## src/rtl/enigma_step_ctrl.sv

```systemverilog
// enigma_step_ctrl: keystroke sequencer and Enigma rotor-stepping controller with settle/capture.
module enigma_step_ctrl #(
    parameter int NOTCH1 = 16,
    parameter int NOTCH2 = 4,
    parameter int SETTLE = 4
) (
    input  logic        CLOCK_50,
    input  logic        reset,
    input  logic        key_valid,
    input  logic [25:0] key_onehot,
    input  logic        load,
    input  logic [4:0]  load_pos1,
    input  logic [4:0]  load_pos2,
    input  logic [4:0]  load_pos3,
    input  logic [2:0]  rot_btn,
    input  logic [25:0] enc_in,
    output logic [4:0]  state1,
    output logic [4:0]  state2,
    output logic [4:0]  state3,
    output logic        busy,
    output logic        out_valid,
    output logic [25:0] out_letter,
    output logic        err
);
    typedef enum logic {IDLE, SETTLE_ST} fsm_t;

    fsm_t        st, st_n;
    logic [3:0]  cnt, cnt_n;
    logic [4:0]  s1_n, s2_n, s3_n;
    logic        busy_n, ov_n, err_n;
    logic [25:0] ol_n;
    logic        one_hot, key_ok;

    function automatic logic [4:0] inc(input logic [4:0] x);
        return x == 5'd25 ? 5'd0 : x + 5'd1;
    endfunction

    assign one_hot = (key_onehot != '0) && ((key_onehot & (key_onehot - 26'd1)) == '0);
    assign key_ok  = key_valid && one_hot;

    always_comb begin
        st_n   = st;
        cnt_n  = cnt;
        s1_n   = state1;
        s2_n   = state2;
        s3_n   = state3;
        busy_n = busy;
        ov_n   = 1'b0;
        ol_n   = out_letter;
        err_n  = 1'b0;
        if (st == IDLE) begin
            err_n = key_valid && !one_hot;
            if (key_ok) begin
                // notch tests use the positions before this keystroke steps them
                s1_n   = inc(state1);
                s2_n   = (state1 == 5'(NOTCH1) || state2 == 5'(NOTCH2)) ? inc(state2) : state2;
                s3_n   = (state2 == 5'(NOTCH2)) ? inc(state3) : state3;
                st_n   = SETTLE_ST;
                cnt_n  = 4'(SETTLE - 1);
                busy_n = 1'b1;
            end else if (load) begin
                s1_n  = load_pos1 > 5'd25 ? 5'd0 : load_pos1;
                s2_n  = load_pos2 > 5'd25 ? 5'd0 : load_pos2;
                s3_n  = load_pos3 > 5'd25 ? 5'd0 : load_pos3;
                err_n = err_n || load_pos1 > 5'd25 || load_pos2 > 5'd25 || load_pos3 > 5'd25;
            end else begin
                s1_n = rot_btn[0] ? inc(state1) : state1;
                s2_n = rot_btn[1] ? inc(state2) : state2;
                s3_n = rot_btn[2] ? inc(state3) : state3;
            end
        end else begin
            err_n = key_valid || load || (rot_btn != 3'b000);
            if (cnt == 4'd0) begin
                ol_n   = enc_in;
                ov_n   = 1'b1;
                busy_n = 1'b0;
                st_n   = IDLE;
            end else begin
                cnt_n = cnt - 4'd1;
            end
        end
    end

    always_ff @(posedge CLOCK_50 or negedge reset) begin
        if (!reset) begin
            st         <= IDLE;
            cnt        <= '0;
            state1     <= '0;
            state2     <= '0;
            state3     <= '0;
            busy       <= 1'b0;
            out_valid  <= 1'b0;
            out_letter <= '0;
            err        <= 1'b0;
        end else begin
            st         <= st_n;
            cnt        <= cnt_n;
            state1     <= s1_n;
            state2     <= s2_n;
            state3     <= s3_n;
            busy       <= busy_n;
            out_valid  <= ov_n;
            out_letter <= ol_n;
            err        <= err_n;
        end
    end
endmodule

```

## config.mk

```make
export PLATFORM = sky130hd
export DESIGN_NAME = enigma_step_ctrl
export DESIGN_NICKNAME = d
export VERILOG_FILES = /design/src/rtl/enigma_step_ctrl.sv
export SDC_FILE = /design/constraint.sdc
export NUM_CORES = 1
export LEC_CHECK = 0
export BUFFER_PORTS_ARGS = -buffer_cell sky130_fd_sc_hd__buf_4
export CAP_MARGIN = 15
export CORE_UTILIZATION = 35
export DETAILED_ROUTE_END_ITERATION = 16
export PLACE_DENSITY = 0.7
export SLEW_MARGIN = 20
export SYNTH_ARGS = -nofsm -noshare
export SYNTH_HDL_FRONTEND = slang
export SYNTH_SLANG_ARGS = --single-unit
```

## constraint.sdc

```tcl
create_clock -name CLOCK_50 -period 2.85 [get_ports CLOCK_50]
set_input_delay 0.57 -clock CLOCK_50 [delete_from_list [all_inputs] [get_ports CLOCK_50]]
set_output_delay 0.57 -clock CLOCK_50 [all_outputs]
set_load 0.05 [all_outputs]
```

== After elaboration in Yosys (flattened, before gate mapping) ==
Cells that the tools add are included.

* Register bits: 49
* Input bits: 74
* Output and inout port bits: 44

* $add $sub $neg: 5
* $lt $le $gt $ge: 3
* Equal/unequal tests: 9
* Multiplexer cells: 31
* Bitwise logic cells: 2
* Reductions and logical operators: 24

{| class="wikitable"
|+ Operators with widths
! cell !! count
|-
| 5-bit two-way mux || 17
|-
| 26-bit AND || 1
|-
| 26-bit logical NOT || 1
|-
| 26-bit nonzero test || 1
|-
| 26-bit by 1-bit subtractor with 26-bit output (second input constant) || 1
|-
| 5-bit equality test (second input constant) || 4
|-
| 5-bit by 1-bit adder with 5-bit output (second input constant) || 3
|-
| 5-bit greater-than comparator (second input constant) || 3
|-
| 4-bit two-way mux || 3
|-
| 3-bit nonzero test || 4
|-
| 1-bit two-way mux || 11
|-
| 2-bit AND reduction || 4
|-
| 1-bit logical OR || 6
|-
| 2-bit by 1-bit inequality test with 1-bit output (second input constant) || 3
|-
| 3-bit AND reduction || 2
|-
| 5-bit by 3-bit equality test with 1-bit output (second input constant) || 1
|-
| 4-bit logical NOT || 1
|-
| 4-bit by 1-bit subtractor with 4-bit output (second input constant) || 1
|-
| 1-bit logical AND || 3
|-
| 2-bit inequality test (second input constant) || 1
|-
| 2-bit nonzero test || 1
|-
| 1-bit logical NOT || 1
|-
| 1-bit NOT || 1
|}

== Longest topological paths before layout ==
Gate-level depths: netlist (run 1).

* Depth after elaboration: 12
* Mapped depth: 11

== Worst setup path after synthesis (run 1) ==
No wires, ideal clock.

* Path kind: input-to-reg
* From: input port key_onehot[1]
* To: register state1[3]
* Library setup time: 0.128 ns
* Data arrival time: 3.005 ns
* Data required time: 2.722 ns
* Path slack: -0.283 ns
* Cell stages on the path: 11
* Cell sequence: or4_1 clkbuf_1 nor4_4 nand2_1 maj3_2 nor3_4 a21boi_1 buf_4 buf_6 mux2i_1 mux2_1

* Word-level cells in the longest chain between the ends: 7
* Elaborated cells on any way between the ends: 9

{| class="wikitable"
|+ Ends and longest elaborated chain
! element !! RTL line !! RTL
|-
| from (decl) || 10 || <nowiki>input logic [25:0] key_onehot,</nowiki>
|-
| 26-bit by 1-bit subtractor with 26-bit output || 38 || <nowiki>assign one_hot = (key_onehot != '0) && ((key_onehot & (key_onehot - 26'd1)) == '0);</nowiki>
|-
| 26-bit AND || 38 ||
|-
| 26-bit logical NOT || 38 ||
|-
| 1-bit logical AND * || 38 ||
|-
| 1-bit logical AND * || 39 || <nowiki>assign key_ok = key_valid && one_hot;</nowiki>
|-
| 3-bit nonzero test (no line) || n/a ||
|-
| 2-bit AND reduction (no line) || n/a ||
|-
| to (signal assigned) || 98 || <nowiki>state1 <= s1_n;</nowiki>
|-
| to (decl) || 17 || <nowiki>output logic [4:0] state1,</nowiki>
|}

Mark *: on every way between the ends. The rest lies on a longest branch, timed or not.
A chain may end at the register's enable or synchronous reset.

== Worst setup path after layout (run 1) ==
* From: input port key_onehot[7]
* To: register state3[1]

* Word-level cells in the longest chain between the ends: 7
* Elaborated cells on any way between the ends: 10

{| class="wikitable"
|+ Ends and longest elaborated chain
! element !! RTL line !! RTL
|-
| 26-bit by 1-bit subtractor with 26-bit output || 38 ||
|-
| 26-bit AND || 38 ||
|-
| 26-bit logical NOT || 38 ||
|-
| 1-bit logical AND * || 38 ||
|-
| 1-bit logical AND * || 39 ||
|-
| 2-bit by 1-bit inequality test with 1-bit output (no line) or 3-bit nonzero test (tied branches) || n/a ||
|-
| 3-bit AND reduction (no line) || n/a ||
|-
| to (signal assigned) || 100 || <nowiki>state3 <= s3_n;</nowiki>
|-
| to (decl) || 19 || <nowiki>output logic [4:0] state3,</nowiki>
|}

Marks and branches as above.

==> metrics.md, run 1 <==
| Metric | Value |
|---|---|
| Drt pass-1 iters | 4 |
| Final design utilization | 0.538 |
| Max stage delay on crit path | 0.56 ns |
| Reg2Reg Depth | 7 |
| Register area share after synthesis | 0.410 |
| Ports | 118 |
| Worst vdd ir | 0.368 mV |
| DIE AREA | 0.00892 mm2 |
| CTS Sinks | 49 |
| Setup Total Neg Slack | -0.525 ns |
| Area Overhead vs Synth | 48.5% |
| Placer congestion estimate | 0.875 |
| Reg clk slew, reported paths | 0.09 ns |
| All-Layer GR Usage | 0.170 |
| Post-synth cell types | 55 |
| Port bufs | 117 |
| Pin count of the biggest net entering global routing | 50 |
| Die Span X | 94.5 um |
| DP Area | 0.00417 mm2 |
| Cts hold-fix bufs | 0 |
| WS Path Type | input pin to flip-flop |
| Drc violations | 0 |
| First-pass GRT wire length | 12200 um |
| Most Frequent Cell on Critical Path | buf_6 |
| Critical path buffers and inverters | 3 |
| Outcome | finished, violations left |
| CP max stage cell | or4_4 |
| DP Cell Count | 524 |
| Largest area contributor in the netlist | dfrtp_1 |
| Slew Limit Fails | 0 |
| Diodes inserted | 0 |
| Kind of cell adding the most delay to the critical path | simple AND/OR/NAND/NOR gates |
| Crit Reg-Reg Endpoint | out_letter[24]$_DFFE_PN0P_ |
| Share of cells above drive strength 1 | 0.500 |
| R2R Path Start | cnt[0]$_DFFE_PN0P_ |
| Critical Path Source | key_onehot[7] |
| Post-route cell area | 0.00444 mm2 |
| Final setup fails | 15 |
| Row count | 33 |
| Post-Synth XOR/XNOR Area | 0.00878 |
| Final non-filler cell total | 539 |
| CP Capture Point | state3[1]$_DFFE_PN0P_ |
| Synth Register Bits | 49 |
| Starting DRT DRC Count | 101 |
| Vias | 2771 |
| R2R Setup Slk | 0.70 ns |
| Failing checks | negative setup slack |
| Post-synthesis mux area share | 0.205 |
| Worst setup margin | -0.0537 ns |
| Crit path cell chain | buf_6 > or4_4 > nor4_4 > nand2_1 > maj3_2 > nor3_4 > buf_6 > a21boi_4 > buf_12 > mux2_4 > mux2i_1 |
| Leakage power | 0.00225 uW |
| Unrepaired setup endpoints after global routing | yes |
| Gr ovfl total | 0 |
| WP data arrival | 3.13 ns |
| Design Power | 2260 uW |
| Largest family of logic cells by synthesized area | multiplexers |
| Area of the mapped netlist | 0.00299 mm2 |
| Min Tclk post-route | 2.90 ns |
| Fmax achieved | 344 MHz |
| Gate Count Post-Synth | 284 |
| Worst hold path type | input pin to asynchronous set/reset pin |
| Post-synthesis simple-gate area fraction | 0.163 |
| Compound-Gate Fraction of Synth Area | 0.127 |
| Chip Height | 94.5 um |
| CTS Buffer Depth | 2 |
| Adder-cell share of the synthesized area | 0.0481 |
| CTS Buf Count | 5 |
| Setup crit end kind | flip-flop |
| Power per cell area | 510 mW/mm2 |
| Number of enable flip-flop cells after synthesis | 0 |
| WL final | 7520 um |
| Critical Path Source Type | input pin |
| Vias per inst | 5.14 |
| Syn Nets | 367 |
| Max cap viols | 0 |
| Period utilization | 1.02 |
| Max_slew headroom | 0.587 |
| Yosys warns | 0 |
| Wire per inst | 14.0 um |
| Worst-skew pair later-pin latency | 0.30 ns |
| CTS root buffer | clkbuf_8 |
| Core area | 0.00826 mm2 |
| Hold Vio Cnt, Final | 0 |
| Initial antenna violation count | 0 |
| Area share of the largest cell type after synthesis | 0.410 |
| Vias in the first global route | 2730 |
| Worst Clk Skew | 0.00636 ns |
| H-tree depth | 2 |
| FFs w/ async S/R, synth | 1.00 |
| Top_reg_cell synth | dfrtp_1 |
| Syn_area_per_cell | 10.5 um2 |
| Worst-Margin Slew | 0.619 ns |
| CTS tree | done |
| Nets | 516 |
| Critical Path RT | 3.07 ns |
| Initial core utilization | 0.362 |
| Synth area leaders | dfrtp_1, mux2_2, mux2i_1 |
| Routed Antenna Nets | 0 |
| Hpwl dp | 5740 um |
| Levels on crit path | 11 |
| CP Max Fanout | 6 |
## through the flow
step	setup WS, ns	hold WS, ns
CTS	-0.0585	0.293
finish	-0.0537	0.264
floorplan	-0.257	0.274
detailed placement	-0.484	0.497
global route	-0.181	0.316
global placement	-0.423	0.491
## worst min path at each step
stage / from / to
floorplan: reset / busy$_DFFE_PN0P_
global placement: out_letter[19]$_DFFE_PN0P_ / out_letter[19]$_DFFE_PN0P_
detailed placement: out_letter[9]$_DFFE_PN0P_ / out_letter[9]$_DFFE_PN0P_
CTS: reset / out_letter[19]$_DFFE_PN0P_
global route: reset / out_letter[19]$_DFFE_PN0P_
finish: reset / out_letter[19]$_DFFE_PN0P_
## layout make-up
| class | count | area, um2 |
|---|---|---|
| fillers | 742 | 3810 |
| multi-input cells | 211 | 1740 |
| flip-flops and latches | 49 | 1230 |
| repair buffers | 152 | 1200 |
| well taps | 105 | 131 |
| clock buffers | 6 | 72.6 |
| inverters | 14 | 52.6 |
| clock inverters | 2 | 13.8 |
## synthesized netlist by cell type (all sizes together) (2+ instances only)
cell type and count:
a21o 2, nor2b 3, nor3 9, a22o 2
clkbuf 3, or4 5, nand4b 3, mux2 39
nor4 4, a41oi 3, nand2b 2, buf 7
a21oi 7, a31oi 2, nand3b 3, maj3 3
mux2i 15, nand4 3, a211o 3, nand3 9
nand2 25, inv 14, or3 3, o21a 2
a2bb2oi 2, o211ai 5, xnor2 3, nor2 11
ha 9, dfrtp 49, a22oi 4, o21ai 12
and2 5
## placed cells by master (no fill, tap or decap), types with 2 or more instances in the layout
master	n
or4_4	2
nand3_1	9
nor3_1	7
a22oi_1	4
nand4b_1	3
nand2b_1	2
xnor2_1	3
and2_1	3
clkbuf_8	5
mux2_4	13
and2_4	2
maj3_1	2
a31oi_1	2
ha_1	9
nand3b_1	3
a21oi_2	2
nand2_1	24
buf_4	142
a22o_1	2
a41oi_2	2
dfrtp_1	49
inv_1	14
nand4_1	3
or3_1	3
a21oi_1	5
nor2_1	10
buf_6	8
nor4_1	3
o21ai_0	12
o211ai_1	5
a211o_1	3
mux2_2	26
nor2b_1	3
a2bb2oi_1	2
or4_1	3
mux2i_1	15
## timing repair
item | 4_1_cts | 5_1_grt
pin swaps | 9 | 8
setup buffers | 3 | 3
endpoints found under the setup margin | 16 | 21
resized for setup | 24 | 8
gates cloned | 1 | 0
## sequential cells by signal (all words and copies together) (netlist names)
register / count
out_letter: 26
state1: 5
state2: 5
state3: 5
cnt: 4
busy: 1
err: 1
out_valid: 1
st: 1
## report_power, final
group	internal, uW	switching, uW
Sequential	767	127
Combinational	427	538
Clock	175	230
Total	1370	896
## routing by layer
metal | track usage | vias up | part of all wire
met5 | 0 | - | 0
met4 | 0.0480 | 0 | 0.013
met3 | 0.0338 | 9 | 0.053
met2 | 0.305 | 76 | 0.52
met1 | 0.205 | 1339 | 0.42
li1 | - | 1347 | -
## logic make-up after synthesis
family / count (synthesis)
DFF: 49
and+or+nand+nor: 88
adders and majority gates: 12
xor gates and xnor gates: 3
muxes: 54
buffers and inverters: 24
AOI/OAI and AO/OA: 54
No activity file was read; power rests on OpenSTA's default activity.
==> run 2, diff against run 1 <==
--- a/config.mk
+++ b/config.mk
@@ -5,11 +5,11 @@
 export SDC_FILE = /design/constraint.sdc
 export NUM_CORES = 1
 export LEC_CHECK = 0
-export BUFFER_PORTS_ARGS = -buffer_cell sky130_fd_sc_hd__buf_4
 export CAP_MARGIN = 15
 export CORE_UTILIZATION = 35
 export DETAILED_ROUTE_END_ITERATION = 16
-export PLACE_DENSITY = 0.7
+export DONT_BUFFER_PORTS = 1
+export PLACE_DENSITY = 0.58
 export SLEW_MARGIN = 20
 export SYNTH_ARGS = -nofsm -noshare
 export SYNTH_HDL_FRONTEND = slang
==> metrics.md, run 2 (synthesized netlist as in run 1, its figures left out) <==
| Metric | Value |
|---|---|
| Row count | 33 |
| Most common cell after layout, fill and taps aside | dfrtp_1 |
| Placer congestion estimate | 0.775 |
| CP Max Fanout | 6 |
| Max FFs per register | 26 |
| Hold WS | 0.104 ns |
| Diodes inserted | 0 |
| All-Layer GR Usage | 0.149 |
| Chip Height | 94.5 um |
| DIE AREA | 0.00892 mm2 |
| Ports | 118 |
| Outcome | finished, final reports clean |
| Worst vdd ir | 0.307 mV |
| Share of cells above drive strength 1 | 0.297 |
| Nets | 398 |
| WS Path Type | input pin to flip-flop |
| Core area | 0.00826 mm2 |
| Design Power | 2110 uW |
| Vias per inst | 5.41 |
| Worst-Margin Slew | 0.633 ns |
| Setup crit end kind | flip-flop |
| Max cap viols | 0 |
| Leakage power | 0.00167 uW |
| Pin count of the biggest net entering global routing | 50 |
| Unrepaired setup endpoints after global routing | yes |
| Reg2Reg Depth | 7 |
| Biggest register | out_letter |
| Wire per inst | 15.6 um |
| Max_slew headroom | 0.578 |
| Final setup fails | 0 |
| Starting DRT DRC Count | 81 |
| Area Overhead vs Synth | 18.6% |
| CTS Buffer Depth | 2 |
| Drc violations | 0 |
| R2R Path Start | cnt[0]$_DFFE_PN0P_ |
| H-tree depth | 2 |
| CTS root buffer | clkbuf_8 |
| First-pass GRT wire length | 10400 um |
| Vias in the first global route | 2241 |
| WL final | 6580 um |
| Routed Antenna Nets | 0 |
| Fmax achieved | 355 MHz |
| Crit Reg-Reg Endpoint | out_letter[6]$_DFFE_PN0P_ |
| Worst-skew pair later-pin latency | 0.30 ns |
| CTS Sinks | 49 |
| Initial antenna violation count | 0 |
| Vias | 2276 |
| Critical Path RT | 3.03 ns |
| Most frequent cells in the layout | dfrtp_1, buf_4, mux2_2 |
| Critical Path Source Type | input pin |
| Reg clk slew, reported paths | 0.10 ns |
| Slew Limit Fails | 0 |
| Worst Clk Skew | 0.00591 ns |
| R2R Setup Slk | 0.73 ns |
| Gr ovfl total | 0 |
| WP data arrival | 3.00 ns |
| Initial core utilization | 0.362 |
| CTS tree | done |
| Min Tclk post-route | 2.81 ns |
| Period utilization | 0.987 |
| Power per cell area | 596 mW/mm2 |
| Die Span X | 94.5 um |
| Hpwl dp | 5060 um |
| Hold Vio Cnt, Final | 0 |
| CTS Buf Count | 5 |
| Port bufs | 0 |
| Worst hold path type | input pin to asynchronous set/reset pin |
| Drt pass-1 iters | 5 |
-- run 2: cell count changes in the layout (fill, tap and decap cells not counted), sizes merged --
cell      previous run  this run
buf                152        33
clkinvlp             0         1
-- run 2: worst max path at each step --
stage,startpoint,to,cells past startpoint
floorplan,key_onehot[7],state1[3]$_DFFE_PN0P_,10
global placement,key_onehot[7],state3[0]$_DFFE_PN0P_,9
detailed placement,key_onehot[1],state3[0]$_DFFE_PN0P_,8
CTS,key_onehot[7],cnt[3]$_DFFE_PN0P_,10
global route,key_onehot[0],state1[2]$_DFFE_PN0P_,11
finish,key_onehot[0],state1[2]$_DFFE_PN0P_,11
-- run 2: worst max-delay path: stages --
cell	delay [ns]
or4_4	0.54
nor4_4	0.30
buf_4	0.18
nand2_1	0.05
maj3_2	0.33
nor3_4	0.20
buf_12	0.14
buf_6	0.10
nand2_4	0.04
a21o_4	0.23
mux2_4	0.30
-- run 2: cell type report --
cell class,instances,area [um2]
timing repair buffer,34,325
clock inverter,3,25.0
clock buffer,5,68.8
fill,801,4710
tap,105,131
sequential,49,1230
inverter,14,52.6
multi-input combinational,211,1720
-- run 2: through the flow --
step                worst slack [ns]  TNS (ns)  instance area (um2)  cells   util
global placement              -0.299     -4.37                 3280    406  0.397
finish                        0.0361         0                 3550    421  0.430
CTS                           0.0165         0                 3430    417  0.415
floorplan                     -0.257     -3.02                 3000    284      -
global route                 -0.0344    -0.255                 3550    421  0.430
detailed placement            -0.351     -5.49                 3280    406  0.397
-- run 2: routing by layer --
layer	part of all wire	wire, um	global-route usage	vias to the layer above
li1	-	-	-	1115
met1	0.44	2880	0.188	1072
met2	0.49	3200	0.245	75
met3	0.055	362	0.0411	14
met4	0.021	140	0.0505	0
met5	0	0	0	-
-- run 2: repair_timing --
item,4_1_cts,5_1_grt
cloned,0,1
endpoints found under the hold margin,49,0
pin swaps,3,8
hold buffers,1,0
gates resized for setup,4,15
setup buffers,2,3
endpoints found under the setup margin,7,20
-- run 2: power by group --
part | total, uW | internal, uW | switching, uW
Combinational | 751 | 309 | 442
Clock | 419 | 177 | 241
Sequential | 944 | 764 | 179
==> run 3, diff against run 2 <==
--- a/config.mk
+++ b/config.mk
@@ -9,7 +9,6 @@
 export CORE_UTILIZATION = 35
 export DETAILED_ROUTE_END_ITERATION = 16
 export DONT_BUFFER_PORTS = 1
-export PLACE_DENSITY = 0.58
 export SLEW_MARGIN = 20
 export SYNTH_ARGS = -nofsm -noshare
 export SYNTH_HDL_FRONTEND = slang
==> metrics.md, run 3 (synthesized netlist as in run 1, its figures left out) <==
| Metric | Value |
|---|---|
| Critical Path RT | 3.09 ns |
| Worst vdd ir | 0.297 mV |
| Vias in the first global route | 2058 |
| Nets | 393 |
| Die Span X | 94.5 um |
| Initial antenna violation count | 0 |
| GR peak layer | met2 |
| CP Max Fanout | 5 |
| Ports | 118 |
| Worst-skew pair later-pin latency | 0.31 ns |
| Setup Total Neg Slack | 0 ns |
| First-pass GRT wire length | 9950 um |
| Drc violations | 0 |
| Chip Height | 94.5 um |
| Power per cell area | 607 mW/mm2 |
| Diodes inserted | 0 |
| R2R Path Start | cnt[0]$_DFFE_PN0P_ |
| CTS Buf Count | 5 |
| Pin count of the biggest net entering global routing | 50 |
| Register area | 0.00123 mm2 |
| Setup crit end kind | flip-flop |
| H-tree depth | 2 |
| Area of the multi-input gates | 0.00169 mm2 |
| Design Power | 2090 uW |
| DIE AREA | 0.00892 mm2 |
| Final design utilization | 0.417 |
| Biggest register | out_letter |
| Critical Path Source Type | input pin |
| Outcome | finished, final reports clean |
| Most common cell after layout, fill and taps aside | dfrtp_1 |
| CTS root buffer | clkbuf_8 |
| Worst Clk Skew | 0.00591 ns |
| Wire per inst | 15.7 um |
| Leakage power | 0.00161 uW |
| Unrepaired setup endpoints after global routing | yes |
| Met1 global-route usage | 0.181 |
| Filler Cell Count | 819 |
| Gr ovfl total | 0 |
| Hpwl dp | 5050 um |
| Hold Vio Cnt, Final | 0 |
| Share of cells above drive strength 1 | 0.267 |
| Max cap viols | 0 |
| Reg clk slew, reported paths | 0.10 ns |
| Met2 Usage GRT | 0.225 |
| Drt pass-1 iters | 4 |
| Row count | 33 |
| Met3 Resource Use GR | 0.0507 |
| WP data arrival | 3.04 ns |
| Most frequent cells in the layout | dfrtp_1, mux2_2, buf_4 |
| Fmax achieved | 356 MHz |
| Vias per inst | 5.43 |
| Slew Limit Fails | 0 |
| DP Cell Count | 403 |
| Vias | 2260 |
| Reg2Reg Depth | 7 |
| WL final | 6540 um |
| Area Overhead vs Synth | 15.1% |
| CTS Sinks | 49 |
| Max FFs per register | 26 |
| Placer congestion estimate | 0.803 |
| Max_slew headroom | 0.574 |
| Period utilization | 0.984 |
| Min Tclk post-route | 2.81 ns |
| CTS tree | done |
| Worst-Margin Slew | 0.639 ns |
| All-Layer GR Usage | 0.144 |
| CTS Buffer Depth | 2 |
| R2R Setup Slk | 0.75 ns |
| Port bufs | 0 |
| Final setup fails | 0 |
| Worst hold path type | input pin to asynchronous set/reset pin |
| Crit Reg-Reg Endpoint | out_letter[14]$_DFFE_PN0P_ |
| Initial core utilization | 0.362 |
| Core area | 0.00826 mm2 |
| Final non-filler cell total | 416 |
| WS Path Type | input pin to flip-flop |
| Starting DRT DRC Count | 79 |
| Routed Antenna Nets | 0 |
## run 3: layer usage
layer  vias up  wire (um)
met5         -          0
li1       1098          -
met3        13        472
met2        74       3160
met1      1075       2770
met4         0        138
## run 3: critical path, stage by stage
cell and delay [ns]:
or4_4 0.56, nor4_4 0.30, buf_4 0.18, nand2_1 0.05
maj3_2 0.32, nor3_4 0.18, buf_4 0.17, a21oi_2 0.08
or4_1 0.48, a21oi_1 0.15
## run 3: final cells by class
type | count | area share
clock buffer | 5 | 0.0200
clock inverter | 3 | 0.00618
inverter | 14 | 0.0153
multi-input combinational | 211 | 0.491
sequential | 49 | 0.356
tap | 105 | 0.0382
timing repair buffer | 29 | 0.0738
## run 3: through the flow
stage	hold WS [ns]	instance area [um2]	setup slack [ns]
after global routing	0.102	3440	-0.0210
after detailed placement	0.275	3260	-0.402
after CTS	0.0968	3390	0.0247
after global placement	0.275	3260	-0.361
after floorplan	0.274	3000	-0.257
final	0.101	3440	0.0445
## run 3: how the worst max path moves through the flow
stage / start / endpoint / cells past startpoint
after global placement: key_onehot[1] / state3[4]$_DFFE_PN0P_ / 8
after detailed placement: key_onehot[1] / state3[3]$_DFFE_PN0P_ / 8
final: key_onehot[7] / cnt[3]$_DFFE_PN0P_ / 10
after floorplan: key_onehot[7] / state1[3]$_DFFE_PN0P_ / 10
after CTS: key_onehot[1] / state2[0]$_DFFE_PN0P_ / 9
after global routing: key_onehot[7] / cnt[3]$_DFFE_PN0P_ / 10
## run 3: power breakdown
part           internal [uW]  switching, uW  leakage, uW
registers                764            179     0.000649
logic                    291            432     0.000914
clock network            175            251    0.0000445
## run 3: timing repair
item	in CTS	in global routing
endpoints found under the hold margin	49	0
endpoints found under the setup margin	6	16
hold buffers	1	0
buffers inserted	1	3
resized for setup	4	6
pin swaps	2	3
